`src/rtl/ps2_key_pkg.sv`:
```
// Shared constants, key encoding and prefix-FSM state type for the PS/2 key
// control stage.
package ps2_key_pkg;

    // Scan-code bytes of interest
    localparam logic [7:0] SC_EXT   = 8'hE0;
    localparam logic [7:0] SC_BRK   = 8'hF0;
    localparam logic [7:0] SC_UP    = 8'h75;
    localparam logic [7:0] SC_DOWN  = 8'h72;
    localparam logic [7:0] SC_LEFT  = 8'h6B;
    localparam logic [7:0] SC_RIGHT = 8'h74;
    localparam logic [7:0] SC_SPACE = 8'h29;

    // 3-bit key codes; held bit index is key code minus one
    localparam logic [2:0] KEY_NONE  = 3'd0;
    localparam logic [2:0] KEY_UP    = 3'd1;
    localparam logic [2:0] KEY_DOWN  = 3'd2;
    localparam logic [2:0] KEY_LEFT  = 3'd3;
    localparam logic [2:0] KEY_RIGHT = 3'd4;
    localparam logic [2:0] KEY_SPACE = 3'd5;

    typedef enum logic [1:0] {
        ST_IDLE,
        ST_EXT,
        ST_BRK,
        ST_EXT_BRK
    } pfx_state_t;

    // Map a data byte to a key code; space is only valid without the E0 prefix
    function automatic logic [2:0] key_of(input logic [7:0] b, input logic ext);
        logic [2:0] k;
        k = KEY_NONE;
        case (b)
            SC_UP:    k = KEY_UP;
            SC_DOWN:  k = KEY_DOWN;
            SC_LEFT:  k = KEY_LEFT;
            SC_RIGHT: k = KEY_RIGHT;
            SC_SPACE: k = ext ? KEY_NONE : KEY_SPACE;
            default:  k = KEY_NONE;
        endcase
        return k;
    endfunction

    // Lowest key code whose held bit is set, or KEY_NONE
    function automatic logic [2:0] lowest_held(input logic [4:0] h);
        logic [2:0] k;
        k = KEY_NONE;
        for (int i = 4; i >= 0; i--) begin
            if (h[i]) begin
                k = 3'(i + 1);
            end
        end
        return k;
    endfunction

endpackage

```
`src/rtl/ps2_key_ctrl_if.sv`:
```
// Byte-input and event-output handshake bundle of ps2_key_ctrl.
// slave: the control stage; master: the byte source / event consumer side.
interface ps2_key_ctrl_if;
    logic       code_valid;
    logic [7:0] code_byte;
    logic       code_err;
    logic       evt_valid;
    logic       evt_ready;
    logic [2:0] evt_key;
    logic       evt_press;

    modport master (
        output code_valid, code_byte, code_err, evt_ready,
        input  evt_valid, evt_key, evt_press
    );

    modport slave (
        input  code_valid, code_byte, code_err, evt_ready,
        output evt_valid, evt_key, evt_press
    );
endinterface

```
`src/rtl/ps2_evt_fifo.sv`:
```
// First-word fall-through event FIFO. The head is presented combinationally
// from the storage array; a push into an empty FIFO is visible next cycle.
// A push into a full FIFO is only accepted when a pop happens in the same cycle.
module ps2_evt_fifo #(
    parameter int DEPTH = 4,
    parameter int WIDTH = 4
) (
    input  logic             CLK,
    input  logic             RST,
    input  logic             push,
    input  logic [WIDTH-1:0] push_data,
    input  logic             pop,
    output logic [WIDTH-1:0] head,
    output logic             full,
    output logic             empty
);
    localparam int AW = $clog2(DEPTH);

    logic [WIDTH-1:0] mem_reg [DEPTH];
    logic [AW:0]      wr_ptr_reg;
    logic [AW:0]      rd_ptr_reg;
    logic             push_ok;
    logic             pop_ok;

    assign empty   = (wr_ptr_reg == rd_ptr_reg);
    assign full    = (wr_ptr_reg[AW] != rd_ptr_reg[AW]) &&
                     (wr_ptr_reg[AW-1:0] == rd_ptr_reg[AW-1:0]);
    assign push_ok = push && (!full || pop);
    assign pop_ok  = pop && !empty;
    assign head    = empty ? '0 : mem_reg[rd_ptr_reg[AW-1:0]];

    // Storage write; contents need no reset since empty masks the head
    always_ff @(posedge CLK) begin
        if (push_ok) begin
            mem_reg[wr_ptr_reg[AW-1:0]] <= push_data;
        end
    end

    // Pointer update; extra MSB distinguishes full from empty
    always_ff @(posedge CLK) begin
        if (RST) begin
            wr_ptr_reg <= '0;
            rd_ptr_reg <= '0;
        end else begin
            if (push_ok) wr_ptr_reg <= wr_ptr_reg + 1'b1;
            if (pop_ok)  rd_ptr_reg <= rd_ptr_reg + 1'b1;
        end
    end

endmodule

```
`src/rtl/ps2_key_ctrl.sv`:
```
// PS/2 key control stage: resolves E0/F0 prefixes, tracks the five game keys,
// arbitrates a single active key and queues press/release events.
// Optional feature macro: PS2_TYPEMATIC_FILTER_EN (ignore makes of held keys).
module ps2_key_ctrl
    import ps2_key_pkg::*;
#(
    parameter int FIFO_DEPTH  = 4,
    parameter int TIMEOUT_CYC = 100000
) (
    input  logic                 CLK,
    input  logic                 RST,
    ps2_key_ctrl_if.slave        evt_if,
    output logic [4:0]           held,
    output logic [2:0]           active_key,
    output logic                 overflow
);
    localparam int CNT_W = $clog2(TIMEOUT_CYC);
    localparam logic [CNT_W-1:0] CNT_LAST = CNT_W'(TIMEOUT_CYC - 1);

    pfx_state_t       state_reg, state_next;
    logic [CNT_W-1:0] cnt_reg, cnt_next;
    logic [4:0]       held_reg, held_next;
    logic [2:0]       active_reg, active_next;
    logic             overflow_reg;

    logic             dec_ext;
    logic [2:0]       dec_key;
    logic             do_make;
    logic             do_break;
    logic [4:0]       key_mask;

    logic             push;
    logic [3:0]       push_data;
    logic             pop;
    logic [3:0]       fifo_head;
    logic             fifo_full;
    logic             fifo_empty;

    assign dec_ext  = (state_reg == ST_EXT) || (state_reg == ST_EXT_BRK);
    assign dec_key  = key_of(evt_if.code_byte, dec_ext);
    assign key_mask = (dec_key == KEY_NONE) ? 5'd0 : (5'd1 << (dec_key - 3'd1));

    // Prefix FSM and timeout counter registers
    always_ff @(posedge CLK) begin
        if (RST) begin
            state_reg <= ST_IDLE;
            cnt_reg   <= '0;
        end else begin
            state_reg <= state_next;
            cnt_reg   <= cnt_next;
        end
    end

    // Prefix FSM next state: byte decode has priority over the idle timeout
    always_comb begin
        state_next = state_reg;
        cnt_next   = cnt_reg;
        do_make    = 1'b0;
        do_break   = 1'b0;
        if (evt_if.code_valid) begin
            cnt_next = '0;
            if (evt_if.code_err) begin
                state_next = ST_IDLE;
            end else begin
                case (state_reg)
                    ST_IDLE: begin
                        if (evt_if.code_byte == SC_EXT) begin
                            state_next = ST_EXT;
                        end else if (evt_if.code_byte == SC_BRK) begin
                            state_next = ST_BRK;
                        end else if (dec_key != KEY_NONE) begin
                            do_make = 1'b1;
                        end
                    end
                    ST_EXT: begin
                        if (evt_if.code_byte == SC_BRK) begin
                            state_next = ST_EXT_BRK;
                        end else begin
                            state_next = ST_IDLE;
                            do_make    = (dec_key != KEY_NONE);
                        end
                    end
                    default: begin
                        state_next = ST_IDLE;
                        do_break   = (dec_key != KEY_NONE);
                    end
                endcase
            end
        end else if (state_reg != ST_IDLE) begin
            if (cnt_reg == CNT_LAST) begin
                state_next = ST_IDLE;
                cnt_next   = '0;
            end else begin
                cnt_next = cnt_reg + 1'b1;
            end
        end else begin
            cnt_next = '0;
        end
    end

    // Held bitmap, active-key arbitration and event generation
    always_comb begin
        held_next   = held_reg;
        active_next = active_reg;
        push        = 1'b0;
        push_data   = {do_make, dec_key};
        if (do_make) begin
`ifdef PS2_TYPEMATIC_FILTER_EN
            if ((held_reg & key_mask) == 5'd0) begin
                held_next   = held_reg | key_mask;
                active_next = dec_key;
                push        = 1'b1;
            end
`else
            held_next   = held_reg | key_mask;
            active_next = dec_key;
            push        = 1'b1;
`endif
        end else if (do_break && ((held_reg & key_mask) != 5'd0)) begin
            held_next = held_reg & ~key_mask;
            push      = 1'b1;
            if (active_reg == dec_key) begin
                active_next = lowest_held(held_reg & ~key_mask);
            end
        end
    end

    // Key tracking registers
    always_ff @(posedge CLK) begin
        if (RST) begin
            held_reg   <= '0;
            active_reg <= KEY_NONE;
        end else begin
            held_reg   <= held_next;
            active_reg <= active_next;
        end
    end

    // Sticky overflow: an event was lost to a full queue with no pop
    always_ff @(posedge CLK) begin
        if (RST) begin
            overflow_reg <= 1'b0;
        end else if (push && fifo_full && !pop) begin
            overflow_reg <= 1'b1;
        end
    end

    assign pop = !fifo_empty && evt_if.evt_ready;

    ps2_evt_fifo #(
        .DEPTH (FIFO_DEPTH),
        .WIDTH (4)
    ) u_fifo (
        .CLK       (CLK),
        .RST       (RST),
        .push      (push),
        .push_data (push_data),
        .pop       (pop),
        .head      (fifo_head),
        .full      (fifo_full),
        .empty     (fifo_empty)
    );

    assign evt_if.evt_valid = !fifo_empty;
    assign evt_if.evt_press = fifo_head[3];
    assign evt_if.evt_key   = fifo_head[2:0];
    assign held             = held_reg;
    assign active_key       = active_reg;
    assign overflow         = overflow_reg;

endmodule

```
`src/flat_wrapper.sv`:
```
// flat-port wrapper written by rule: the top's interface ports become plain ports
module ps2_key_ctrl_flat import ps2_key_pkg::*;
#(
    parameter int FIFO_DEPTH  = 4,
    parameter int TIMEOUT_CYC = 100000
)
  (CLK, RST, held, active_key, overflow, evt_if_code_valid, evt_if_code_byte, evt_if_code_err, evt_if_evt_ready, evt_if_evt_valid, evt_if_evt_key, evt_if_evt_press);
  ps2_key_ctrl_if evt_if_i ();
  input  logic CLK;
  input  logic RST;
  output logic [4:0] held;
  output logic [2:0] active_key;
  output logic overflow;
  input wire logic [$bits(evt_if_i.code_valid)-1:0] evt_if_code_valid;
  input wire logic [$bits(evt_if_i.code_byte)-1:0] evt_if_code_byte;
  input wire logic [$bits(evt_if_i.code_err)-1:0] evt_if_code_err;
  input wire logic [$bits(evt_if_i.evt_ready)-1:0] evt_if_evt_ready;
  output wire logic [$bits(evt_if_i.evt_valid)-1:0] evt_if_evt_valid;
  output wire logic [$bits(evt_if_i.evt_key)-1:0] evt_if_evt_key;
  output wire logic [$bits(evt_if_i.evt_press)-1:0] evt_if_evt_press;
  assign evt_if_i.code_valid = evt_if_code_valid;
  assign evt_if_i.code_byte = evt_if_code_byte;
  assign evt_if_i.code_err = evt_if_code_err;
  assign evt_if_i.evt_ready = evt_if_evt_ready;
  assign evt_if_evt_valid = evt_if_i.evt_valid;
  assign evt_if_evt_key = evt_if_i.evt_key;
  assign evt_if_evt_press = evt_if_i.evt_press;
  ps2_key_ctrl #(.FIFO_DEPTH(FIFO_DEPTH), .TIMEOUT_CYC(TIMEOUT_CYC)) u_core (.CLK(CLK), .RST(RST), .evt_if(evt_if_i), .held(held), .active_key(active_key), .overflow(overflow));
endmodule
```
`config.mk`:
```
export PLATFORM = sky130hd
export DESIGN_NAME = ps2_key_ctrl_flat
export DESIGN_NICKNAME = d
export VERILOG_FILES = /design/src/rtl/ps2_key_pkg.sv /design/src/rtl/ps2_key_ctrl_if.sv /design/src/rtl/ps2_evt_fifo.sv /design/src/rtl/ps2_key_ctrl.sv /design/src/flat_wrapper.sv
export SDC_FILE = /design/constraint.sdc
export NUM_CORES = 1
export LEC_CHECK = 0
export CAP_MARGIN = 10
export CORE_UTILIZATION = 42
export DETAILED_ROUTE_END_ITERATION = 12
export GPL_TIMING_DRIVEN = 1
export PLACE_DENSITY = 0.69
export SYNTH_ARGS = -nofsm -noshare
export SYNTH_HDL_FRONTEND = slang
export SYNTH_HIERARCHICAL = 1
export SYNTH_SLANG_ARGS = --single-unit
```
`constraint.sdc`:
```
create_clock -name CLK -period 8.73 [get_ports CLK]
set_input_delay 0.873 -clock CLK [delete_from_list [all_inputs] [get_ports CLK]]
set_output_delay 0.873 -clock CLK [all_outputs]
set_load 0.1 [all_outputs]
```
# Yosys cells after proc, flatten, opt, wreduce, memory -nomap -nowiden
# Memories as Yosys holds them, arrays and structs flattened. A register that Yosys moved wholly into a read port is not among the register bits.
# Index checks and enable logic that the tools add are counted.
word_totals:
  ff_bits: 34
  elab_cells: 96
  out_inout_bits: 14
  mem_count: 1
  ram_bits: 16
  input_bits: 13
op_classes:
  bitwise_logic: 5
  eq_ne: 15
  shifts: 1
  n_addsub: 4
  n_mux: 38
  reduce_logical: 25
mem_list:
  columns: ["name", "words", "word_bits", "read_ports", "rd_clocked_by_memory_dff", "write_ports", "line", "text"]
  rows:
  - ["u_core.u_fifo.mem_reg", 4, 4, 1, 1, 1, "ps2_evt_fifo.sv:19", "logic [WIDTH-1:0] mem_reg [DEPTH];"]
op_table:
  columns: ["op", "count"]
  rows:
  - ["== test 8 x 7 -> 1 bit, second input constant", 4]
  - ["2-to-1 mux 3 bit", 9]
  - ["2-to-1 mux 2 bit", 9]
  - ["adder 17 x 1 -> 17 bit, second input constant", 1]
  - ["== test 17 bit, second input constant", 1]
  - ["== test 8 bit, second input constant", 2]
  - ["2-to-1 mux 5 bit", 3]
  - ["case mux 3 bit (5 select lines)", 1]
  - ["2-to-1 mux 1 bit", 13]
  - ["bitwise AND 5 bit", 2]
  - ["nonzero test 2 bit", 5]
  - ["== test 8 x 6 -> 1 bit, second input constant", 1]
  - ["logical AND 1 bit", 7]
  - ["adder 3 x 1 -> 3 bit, second input constant", 2]
  - ["== test 3 bit", 2]
  - ["!= test 5 x 3 -> 1 bit, second input constant", 1]
  - ["NOT 5 bit", 1]
  - ["OR 5 bit", 1]
  - ["nonzero test 5 bit", 1]
  - ["left shift 1 x 3 -> 5 bit, first input constant", 1]
  - ["2-to-1 mux 4 bit", 1]
  - ["case mux 2 bit (2 select lines)", 1]
  - ["OR reduction 4 bit", 1]
  - ["logical NOT 1 bit", 3]
  - ["14 further kinds", 15]

# Longest topological paths before layout
depth:
  word_depth: 17
  ltp_mapped: 15
  mapped_depth_nobuf: 14

# Modules after synthesis
# Netlist, hierarchy kept.
by_module_without_submodules:
  columns: ["module", "cells_each", "area_each_um2", "seq_area_each_um2", "n_inst"]
  rows:
  - ["ps2_key_ctrl", 214, 1746.7, 560.5, 1]
  - ["ps2_evt_fifo", 78, 1098.6, 640.6, 1]

# Worst setup path before layout
# No wires, ideal clock.
synth_path:
  path_type: "input to register"
  start: "in evt_if_code_byte[7]"
  end: "reg u_core.u_fifo.wr_ptr_reg[2]"
  slack_ps: 4815
  n_path_buf: 1
  t_arrival_ps: 3795
  t_required_ps: 8609
  path_stages: 14
  setup_time_ps: 121
  path_cell_list: "nand2b_4 or4_4 a21oi_2 inv_1 ha_1 clkbuf_1 nor2b_1 nand2_1 a21oi_1 o21ai_1 nand2_1 nand2_1 a41oi_1 mux2_2"
synth_via:
  elab_chain_len: 11
  word_cells_on_any_way: 29
  cone_classes: "add/sub: 1; eq/ne: 7; shift: 1; mux: 14; bitwise: 1; reduce/logical: 5"
synth_lines:
  columns: ["element", "line", "text"]
  rows:
  - ["from (decl)", "flat_wrapper.sv:15", "input wire logic [$bits(evt_if_i.code_byte)-1:0] evt_if_code_byte;"]
  - ["== test 8 x 6 -> 1 bit or == test 8 x 7 -> 1 bit (tied branches)", "ps2_key_pkg.sv:33", "case (b)"]
  - ["case mux 3 bit (5 select lines) (*)", "ps2_key_pkg.sv:33", null]
  - ["named net u_core.dec_key[2]", "ps2_key_ctrl.sv:27", "logic [2:0] dec_key;"]
  - ["subtractor 3 x 1 -> 3 bit or nonzero test 3 bit (tied branches)", null, null]
  - ["left shift 1 x 3 -> 5 bit or 2-to-1 mux 1 bit (tied branches)", "ps2_key_ctrl.sv:41, ps2_key_ctrl.sv:71", null]
  - ["2-to-1 mux 5 bit or 2-to-1 mux 1 bit (tied branches)", "ps2_key_ctrl.sv:41, ps2_key_ctrl.sv:69", null]
  - ["bitwise AND 5 bit or 2-to-1 mux 1 bit (tied branches)", "ps2_key_ctrl.sv:119, ps2_key_ctrl.sv:67", null]
  - ["nonzero test 5 bit or case mux 1 bit (2 select lines) (tied branches)", "ps2_key_ctrl.sv:119, ps2_key_ctrl.sv:65", null]
  - ["logical AND 1 bit or 2-to-1 mux 1 bit (tied branches)", "ps2_key_ctrl.sv:119, ps2_key_ctrl.sv:62", null]
  - ["2-to-1 mux 1 bit (on tied branches)", "ps2_key_ctrl.sv:119, ps2_key_ctrl.sv:60", null]
  - ["2-to-1 mux 1 bit (*)", "ps2_key_ctrl.sv:107", "if (do_make) begin"]
  - ["named net u_core.push", "ps2_key_ctrl.sv:32", "logic push;"]
  - ["logical AND 1 bit (*)", "ps2_evt_fifo.sv:28", "assign push_ok = push && (!full || pop);"]
  - ["to (signal assigned)", "ps2_evt_fifo.sv:45", "if (push_ok) wr_ptr_reg <= wr_ptr_reg + 1'b1;"]
  - ["to (decl)", "ps2_evt_fifo.sv:20", "logic [AW:0] wr_ptr_reg;"]
# Mark *: on every way through the listed nets, which the timed path passes. The rest lies on a longest branch.
# A chain may end at the register's enable or synchronous reset.

# Final worst setup path
layout_path:
  start: "in evt_if_code_byte[6]"
  end: "reg u_core.u_fifo.wr_ptr_reg[2]"
# The elaborated chain is that of the path after synthesis.

==> run summary <==
Post-synth top flop: dfxtp_1
static leakage: 1.11 nW
vias: 2200
initial antenna violation count: 0
cts repair resizes: 0
cell row count: 29
Via density: 5.56
Reg2Reg Depth: 12
cts bufs inserted: 5
Netlist cell types: 65
gr ovfl total: 0
n_diodes: 0
maximum vdd drop: 0.0000678 V
synthesis-stage register bit count: 52
multi-input logic area: 0.00155 mm²
Starting Density: 44.1%
Slew headroom: 34.9%
pwr/cell area: 137 mW/mm²
setup TNS: 0 ns
endpoint class of the critical path: register
hold-fix buffers at CTS: 0
HP Class: reg2reg
status: finished clean
Mapped Avg Cell Area: 9.74 µm²
CP Class: in2reg
filler instances: 607
dpl hpwl: 4.25 mm
clk sinks: 52
Layout Skew: 0.00922 ns
Root Driver: clkbuf_8
GPL Wtd Cong: 0.913
H-Tree Depth: 2
max cap viols: 0
Worst Hold Depth: 1
CP max FO: 7
All-Layer GR Usage: 17.6%
syn nets: 312
Port-buffer cells: 26
synth warn: 6
die area: 0.00711 mm²
vias in the first global route: 2108
worst setup margin: 4.18 ns
top cell type's share of synthesized area: 25.3%
Final Hold Vio Count: 0
clk slew on worst S/H paths: 0.09 ns
slowest cell on the critical path: nor4bb_1
CTS tree: built
post-layout min period: 4.55 ns
first-pass GRT wire length: 9.99 mm
WP data required: 8.93 ns
final setup vio count: 0
Mapped Area: 0.00285 mm²
most frequent cells after synthesis: dfxtp_1 (36), nor2_1 (35), nand2_1 (23)
Horiz. Die Dim: 84.3 µm
Place WS: 3.94 ns
Worst-Margin Slew: 0.974 ns
Mapped Cells: 292
Synth area leader: dfxtp_1
WL/cell: 14.5 µm
post-synthesis sequential area ratio: 42.2%
Slew Limit Fails: 0
post-CTS setup buffers: 0
period utilization: 52.1%
clock buffer depth: 2
final net count: 338
Post-DRT Antenna Nets: 0
Seq. cell area: 0.00120 mm²
count leader, synth: dfxtp_1
RSZ-0062 raised after global routing: false
drt pass-1 iters: 4
Worst setup SP type: input port
core area: 0.00646 mm²
WP data arrival: 4.75 ns
worst stage delay on the critical path: 0.69 ns
DR iter-0 viols: 149
Max Clk Rate: 0.220 GHz
Synth async-reset ratio: 0%
DRC Markers: 0
Critical Path, Cell by Cell: clkdlybuf4s50_1, nand3_1, or4_4, a21oi_2, inv_1, ha_1, nor4bb_1, o21ai_1, nand2_1, nand2_1, a41oi_1, mux2_2
Post-synth EDFFs: 16
clock latency on the worst-skew pair: 0.31 ns
WL final: 5.74 mm
Area contributors post-synth: dfxtp_1 (25%), edfxtp_1 (17%), nor2_1 (4.6%)
Die Ht: 84.3 µm
layout cells sized above 1: 11.9%
Synth-to-Final Area Change: 15.3%
largest net degree at the start of global routing: 21
Most common cell on crit path: nand2_1
io pins: 27
cell families after synthesis:
family / Yosys count / share of synthesized area [%]
AND/OR/NAND/NOR: 124 / 24.2
flip-flops: 52 / 42.2
AO/OA/AOI/OAI: 49 / 13.7
buffers and inverters: 25 / 3.47
XOR/XNOR: 23 / 7.08
multiplexers: 12 / 6.29
adder cells (fa/ha/maj): 7 / 3.08
per-stage QoR:
stage,area [µm²],power [mW],std cells,util (%),hold slack (ns)
floorplan,2850,0.279,292,-,0.430
finish,3280,0.449,396,50.8,0.465
global route,3280,0.467,396,50.8,0.498
global placement,3170,0.293,388,49.1,0.442
CTS,3280,0.454,396,50.8,0.472
detailed placement,3170,0.293,388,49.1,0.450
final cells by class:
| type | count | area share, % |
|---|---|---|
| Sequential cell | 52 | 36.6 |
| Multi-Input combinational cell | 215 | 47.1 |
| Clock inverter | 2 | 1.07 |
| Tap cell | 77 | 2.94 |
| Inverter | 18 | 2.14 |
| Timing Repair Buffer | 26 | 7.93 |
| Clock buffer | 6 | 2.21 |
layer usage:
metal	vias up	GRT usage, %	share of wire (%)
met5	-	0	0
met4	0	6.43	1.2
met3	7	2.65	3.9
met2	52	28.7	46
met1	1036	23.7	48
li1	1105	-	-
layout by cell type, fill, tap and decap left out, types with 2 or more instances in the layout:
cell             count
a31oi_1              3
clkbuf_8             5
and2_1               6
nand3_1             10
o2111ai_1            2
nor2b_1              8
inv_1               16
and3_1               3
nand4_1              8
xor2_1              14
a21oi_1             10
ha_1                 7
edfxtp_1            16
a41o_1               2
mux2_2               3
nor3_1               9
o21ai_0              6
nand2_1             23
mux4_2               4
a211oi_1             2
xnor2_1              9
or2_2                2
o21ai_1              3
dfxtp_1             36
nor2_1              35
mux2i_1              4
o211ai_1             5
nor4bb_1             2
clkdlybuf4s50_1     26
a311oi_2             2
worst paths after layout:
check                      start                           to  slack [ns]
max reg2reg  u_core/state_reg[0]  u_core/u_fifo/wr_ptr_reg[2]        5.18
min reg2reg    u_core/cnt_reg[0]            u_core/cnt_reg[0]        0.47
max          evt_if_code_byte[6]  u_core/u_fifo/wr_ptr_reg[2]        4.18
min            u_core/cnt_reg[0]            u_core/cnt_reg[0]        0.47
where the power goes:
part | switching, mW | internal [mW] | total [mW]
logic | 0.0242 | 0.0137 | 0.0378
registers | 0.00155 | 0.248 | 0.250
clock network | 0.0763 | 0.0849 | 0.161
critical path: cells and delay by family:
kind	cells	cell delay (ns)
mux	1	0.40
compound gates	3	1.06
fa+ha+maj	1	0.28
simple gates	5	1.43
buf+inv	2	0.69
Note: power is estimated with default switching activity, not from simulation.
